===== config.mk =====
export PLATFORM = sky130hd
export DESIGN_NAME = code_lock_fsm
export DESIGN_NICKNAME = d
export VERILOG_FILES = /design/src/rtl/code_lock_fsm.sv
export SDC_FILE = /design/constraint.sdc
export NUM_CORES = 1
export LEC_CHECK = 0
export BUFFER_PORTS_ARGS = -buffer_cell sky130_fd_sc_hd__buf_2
export CORE_MARGIN = 2
export CORE_UTILIZATION = 56
export CTS_BUF_LIST = sky130_fd_sc_hd__clkbuf_8
export CTS_CLUSTER_SIZE = 25
export DETAILED_ROUTE_END_ITERATION = 8
export GPL_TIMING_DRIVEN = 0
export PLACE_DENSITY = 0.88
export SLEW_MARGIN = 15
export SYNTH_ARGS = -nofsm -noshare
export SYNTH_HDL_FRONTEND = slang
export SYNTH_SLANG_ARGS = --single-unit

===== constraint.sdc =====
create_clock -name clk -period 2.53 [get_ports clk]
set_input_delay 0 -clock clk [delete_from_list [all_inputs] [get_ports clk]]
set_output_delay 0 -clock clk [all_outputs]
set_load 0.1 [all_outputs]

===== src/rtl/code_lock_fsm.sv =====
// Keypad code lock: per-button release detectors feed an attempt/timeout/lockout FSM.
// Latency: release seen by detector next edge, state/flags one edge later. Optional relock: CODE_LOCK_RELOCK_EN.
module code_lock_fsm #(
    parameter  int NUM_BTN        = 4,
    parameter  int CODE_LEN       = 4,
    parameter  int MAX_ATTEMPTS   = 3,
    parameter  int TIMEOUT_CYCLES = 1_000_000_000,
    localparam int IDX_W          = (NUM_BTN > 2) ? $clog2(NUM_BTN) : 1,
    localparam int CNT_W          = $clog2(CODE_LEN + 1)
) (
    input  logic                      clk,
    input  logic                      reset,
    input  logic [NUM_BTN-1:0]        btn,
    input  logic [CODE_LEN*IDX_W-1:0] code_seq,
    input  logic                      lock,
    output logic                      unlocked,
    output logic                      locked_out,
    output logic [3:0]                attempts_left,
    output logic [CNT_W-1:0]          entry_cnt,
    output logic [6:0]                ssg_d
);

    localparam logic [CNT_W-1:0] LEN_C    = CNT_W'(CODE_LEN);
    localparam logic [3:0]       MAX_C    = 4'(MAX_ATTEMPTS);
    localparam logic [31:0]      TMO_LAST = 32'(TIMEOUT_CYCLES - 1);
    localparam logic [6:0]       SSG_0    = 7'b1000000;
    localparam logic [6:0]       SSG_9    = 7'b0010000;
    localparam logic [6:0]       SSG_E    = 7'b0000110;

    typedef enum logic [1:0] {
        D_WAIT,
        D_HELD,
        D_REL
    } det_t;

    typedef enum logic [2:0] {
        S_IDLE,
        S_ENTRY,
        S_ERROR,
        S_UNLOCKED,
        S_LOCKOUT
    } state_t;

    det_t             r_det [NUM_BTN];
    state_t           r_state;
    logic [CNT_W-1:0] r_cnt;
    logic [3:0]       r_att;
    logic [31:0]      r_tmr;
    logic             r_unlocked;
    logic             r_locked_out;
    logic [6:0]       r_ssg;

    logic [NUM_BTN-1:0] w_rel;
    logic [IDX_W-1:0]   w_idx;
    logic [IDX_W-1:0]   w_exp;
    logic               w_any;
    logic               w_valid;
    logic               w_hit;
    logic               w_tmo;
    logic [CNT_W-1:0]   w_cnt_inc;
    logic [31:0]        w_tmr_inc;

    // REL lasts exactly one cycle, so each release yields a single pulse.
    always_ff @(posedge clk or posedge reset) begin
        if (reset) begin
            for (int k = 0; k < NUM_BTN; k++) r_det[k] <= D_WAIT;
        end else begin
            for (int k = 0; k < NUM_BTN; k++) begin
                case (r_det[k])
                    D_WAIT:  if (btn[k])  r_det[k] <= D_HELD;
                    D_HELD:  if (!btn[k]) r_det[k] <= D_REL;
                    default: r_det[k] <= D_WAIT;
                endcase
            end
        end
    end

    always_comb begin
        w_rel = '0;
        w_idx = '0;
        for (int k = 0; k < NUM_BTN; k++) begin
            w_rel[k] = (r_det[k] == D_REL);
            if (r_det[k] == D_REL) w_idx = IDX_W'(k);
        end
    end

    always_comb begin
        w_exp = '0;
        for (int i = 0; i < CODE_LEN; i++) begin
            if (r_cnt == CNT_W'(i)) w_exp = code_seq[i*IDX_W +: IDX_W];
        end
    end

    assign w_any     = |w_rel;
    assign w_valid   = $onehot(w_rel);
    assign w_hit     = w_valid && (w_idx == w_exp);
    assign w_tmo     = (r_tmr == TMO_LAST);
    assign w_cnt_inc = r_cnt + 1'b1;
    assign w_tmr_inc = (r_tmr == '1) ? r_tmr : r_tmr + 32'd1;

`ifndef CODE_LOCK_RELOCK_EN
    logic w_unused_lock;
    assign w_unused_lock = lock;
`endif

    // ERROR keeps absorbing entries until a full code length has been taken,
    // then spends one cycle charging the failed attempt.
    always_ff @(posedge clk or posedge reset) begin
        if (reset) begin
            r_state      <= S_IDLE;
            r_cnt        <= '0;
            r_att        <= MAX_C;
            r_tmr        <= '0;
            r_unlocked   <= 1'b0;
            r_locked_out <= 1'b0;
            r_ssg        <= SSG_0;
        end else begin
            case (r_state)
                S_IDLE: begin
                    if (w_any) begin
                        r_cnt <= w_cnt_inc;
                        r_tmr <= '0;
                        if (!w_hit) begin
                            r_state <= S_ERROR;
                        end else if (w_cnt_inc == LEN_C) begin
                            r_state    <= S_UNLOCKED;
                            r_unlocked <= 1'b1;
                            r_ssg      <= SSG_9;
                            r_att      <= MAX_C;
                        end else begin
                            r_state <= S_ENTRY;
                        end
                    end
                end
                S_ENTRY: begin
                    if (w_tmo) begin
                        r_state      <= S_LOCKOUT;
                        r_locked_out <= 1'b1;
                        r_ssg        <= SSG_E;
                    end else begin
                        r_tmr <= w_tmr_inc;
                        if (w_any) begin
                            r_cnt <= w_cnt_inc;
                            if (!w_hit) begin
                                r_state <= S_ERROR;
                            end else if (w_cnt_inc == LEN_C) begin
                                r_state    <= S_UNLOCKED;
                                r_unlocked <= 1'b1;
                                r_ssg      <= SSG_9;
                                r_att      <= MAX_C;
                                r_tmr      <= '0;
                            end
                        end
                    end
                end
                S_ERROR: begin
                    if (w_tmo) begin
                        r_state      <= S_LOCKOUT;
                        r_locked_out <= 1'b1;
                        r_ssg        <= SSG_E;
                    end else if (r_cnt == LEN_C) begin
                        r_cnt <= '0;
                        r_tmr <= '0;
                        r_att <= r_att - 4'd1;
                        if (r_att == 4'd1) begin
                            r_state      <= S_LOCKOUT;
                            r_locked_out <= 1'b1;
                            r_ssg        <= SSG_E;
                        end else begin
                            r_state <= S_IDLE;
                        end
                    end else begin
                        r_tmr <= w_tmr_inc;
                        if (w_any) r_cnt <= w_cnt_inc;
                    end
                end
                S_UNLOCKED: begin
`ifdef CODE_LOCK_RELOCK_EN
                    if (lock) begin
                        r_state    <= S_IDLE;
                        r_unlocked <= 1'b0;
                        r_ssg      <= SSG_0;
                        r_cnt      <= '0;
                        r_att      <= MAX_C;
                    end
`endif
                end
                default: begin
                end
            endcase
        end
    end

    assign unlocked      = r_unlocked;
    assign locked_out    = r_locked_out;
    assign attempts_left = r_att;
    assign entry_cnt     = r_cnt;
    assign ssg_d         = r_ssg;

endmodule


==> reports/metrics.csv <==
metric;value;unit
r2r_slack;-0.15;ns
reg2reg_depth;12;
ant_nets;0;
violations;negative setup slack;
initial_utilization;0.586;
fin_skew;0.0111;ns
required;2.74;ns
overflow;0;
drt-initial-drc-count;583;
post-place-ws;-0.398;ns
drc;0;
total_power;2.07;mW
syn_nets;420;
synthArstFlopShare;1.00;
critPathKind;reg -> reg;
synth_edf_count;0;
dp_cells;499;
ys.flop_type;dfrtp_1;
antenna_found_initial;0;
worstMarginPinSlew;0.640;ns
grt_pass1_wl;16800;um
synth_common_cells;dfrtp_1 (56), nand2_1 (27), nand4_1 (20);
yosys.cell_count.top_type;dfrtp_1;
end_kind;flop;
nFillCells;359;
stdcell_count;551;
critPathBufInv;3;
leakagePower;2.07;nW
clkSinkCount;59;
fin_crit_sh;1.06;
routedWlPerCell;21.1;um
finalInstanceArea;0.00498;mm^2
setup_ws;-0.152;ns
avgSynthCellArea;9.60;um^2
yosysTopAreaCell;dfrtp_1;
cp.arrival;2.89;ns
hp-class;in -> async;
coreArea;0.00642;mm^2
syn-cell-area;0.00376;mm^2
place_hpwl;6330;um
viasPerCell;6.80;
crit_family;adder cells;
fp.dieH;86.0;um
grt_use_total;0.288;
cts_tree;yes;
ys_seq_elements;59;
htree_levels;3;
utilization;0.775;
cts_root_buf;clkbuf_8;
synth_warnings;0;
r2r-end;r_tmr[21]$_DFFE_PP0P_;
dieArea;0.00739;mm^2
io_buffers;29;
ys_types;62;
holdWs;0.301;ns
finalCriticalPeriod;2.68;ns
irDropWorstVdd;0.311;mV
fmax;373;MHz
clockBufferDepth;2;
area_growth;32.3;%
antenna_cells;0;
ys_seq_area_frac;0.393;
drive_gt1_frac;0.392;
grt_pass1_vias;3484;
setup_viol;44;
worst_path_max_delay_cell;fa_1;
synthTopCellsByArea;dfrtp_1 (37%), a22oi_2 (4.3%), ha_1 (4.0%);
drv_slew;0;
nets;497;
slowest_delay;0.54;ns
start_kind;flop;
cts-buffers-inserted;9;
hold_viol;0;
slew_headroom;0.572;
r2r-start;r_det[5]$_DFFE_PP0P_;
num_rows;29;
clk_latency;0.34;ns
powerDensity;417;mW/mm^2
wl;11600;um
placed_cell_area;0.00408;mm^2
path_depth;12;
status;finished, violations left;
syn_inst;392;
grt_max_degree;32;
vias;3747;
crit_fanout;5;
dr.pass1.iters;6;
pin_count;31;
rsz0062_at_grt;yes;
die-width;86.0;um
cap_violations;0;
finalSetupTns;-4.49;ns
gp_congestion;0.990;
clkTransAtPathRegs;0.07;ns
crit_path_cell_trace;nand2b_1 > inv_1 > fa_1 > ha_2 > ha_4 > nor2_4 > nand2_2 > or2_4 > o21ai_4 > buf_6 > buf_8 > a22oi_2;
synth.top_cell.area_share;0.372;
-- tightest hold or removal path, cell delays in order --
cell and delay, ns:
dlygate4sd3_1 0.54, buf_2 0.13, inv_2 0.46
-- per-layer routing --
layer	vias to the layer above	track usage	share of wire	wire (um)
met5	-	0	0	0
met4	0	0.140	0.066	766
met3	81	0.0616	0.097	1130
met2	282	0.457	0.47	5450
met1	1759	0.374	0.37	4290
li1	1625	-	-	-
-- cell usage in the layout, fill, tap and decap left out, drive strengths merged, types with 2 or more instances in the layout --
master,count
nor2b,10
nand2,28
buf,80
and4,5
clkinv,2
nor2,14
or4,10
dfstp,3
nor3,5
a31oi,3
bufinv,2
and2,6
nor4,10
o31ai,10
nand2b,3
ha,12
nor3b,10
xor2,16
a22oi,13
and3,10
o31a,2
nand3b,3
nand4,21
nor4b,2
dfrtp,56
clkinvlp,2
or3,9
nand3,20
o21bai,2
a21oi,26
o21ai,20
dlygate4sd3,5
clkbuf,13
a311oi,3
mux2i,2
inv,16
or2,3
-- how the worst max path moves through the flow --
stage / start / to / slack (ns)
after floorplan: entry_cnt[1]$_DFFE_PP0P_ / r_tmr[23]$_DFFE_PP0P_ / 0.004
after global placement: r_tmr[12]$_DFFE_PP0P_ / r_tmr[19]$_DFFE_PP0P_ / -0.36
after detailed placement: r_tmr[12]$_DFFE_PP0P_ / r_tmr[9]$_DFFE_PP0P_ / -0.40
after CTS: r_det[5]$_DFFE_PP0P_ / ssg_d[0]$_DFFE_PP0P_ / -0.05
after global routing: r_det[5]$_DFFE_PP0P_ / r_tmr[22]$_DFFE_PP0P_ / -0.24
final: r_det[5]$_DFFE_PP0P_ / r_tmr[21]$_DFFE_PP0P_ / -0.15
-- flip-flops by register name, summed over array words and instances, names as in the netlist --
| register | count |
|---|---|
| r_tmr | 32 |
| locked_out | 1 |
| attempts_left | 4 |
| r_det | 8 |
| entry_cnt | 3 |
| ssg_d | 7 |
| unlocked | 1 |
| r_state | 3 |
-- kinds of logic (layout without fill, tap and decap cells) --
logic type | after synthesis | after routing | share of synthesized area
AO/OA/AOI/OAI | 91 | 91 | 0.182
XOR/XNOR | 17 | 17 | 0.0396
adder cells (fa/ha/maj) | 13 | 13 | 0.0452
buffers and inverters | 38 | 120 | 0.0549
flip-flops | 59 | 59 | 0.393
multiplexers | 2 | 2 | 0.00532
AND/OR/NAND/NOR | 172 | 172 | 0.280
-- where the power goes --
| group | internal (mW) | total, mW | switching [mW] | leakage (nW) |
|---|---|---|---|---|
| registers | 0.951 | 0.956 | 0.00496 | 0.610 |
| logic | 0.0645 | 0.129 | 0.0647 | 1.36 |
| clock network | 0.581 | 0.989 | 0.408 | 0.108 |
| total | 1.60 | 2.07 | 0.478 | 2.07 |
-- cell type report --
type	count	area [um^2]	share of cell area
flip-flops and latches	59	1490	0.298
well taps	77	96.3	0.0194
clock buffers	10	138	0.0277
inverters	16	60.1	0.0121
plain buffers	19	190	0.0382
multi-input cells	295	2360	0.475
repair buffers	69	556	0.112
clock inverters	6	88.8	0.0179
-- repair_timing --
action                                  CTS  global route
endpoints found under the setup margin   44            51
pin swaps                                 8            15
hold buffers                              5             0
gates cloned                              3             0
resized for setup                        30            61
endpoints found under the hold margin    33             0
setup buffers                            21            15
(Power assumes the default switching activity.)
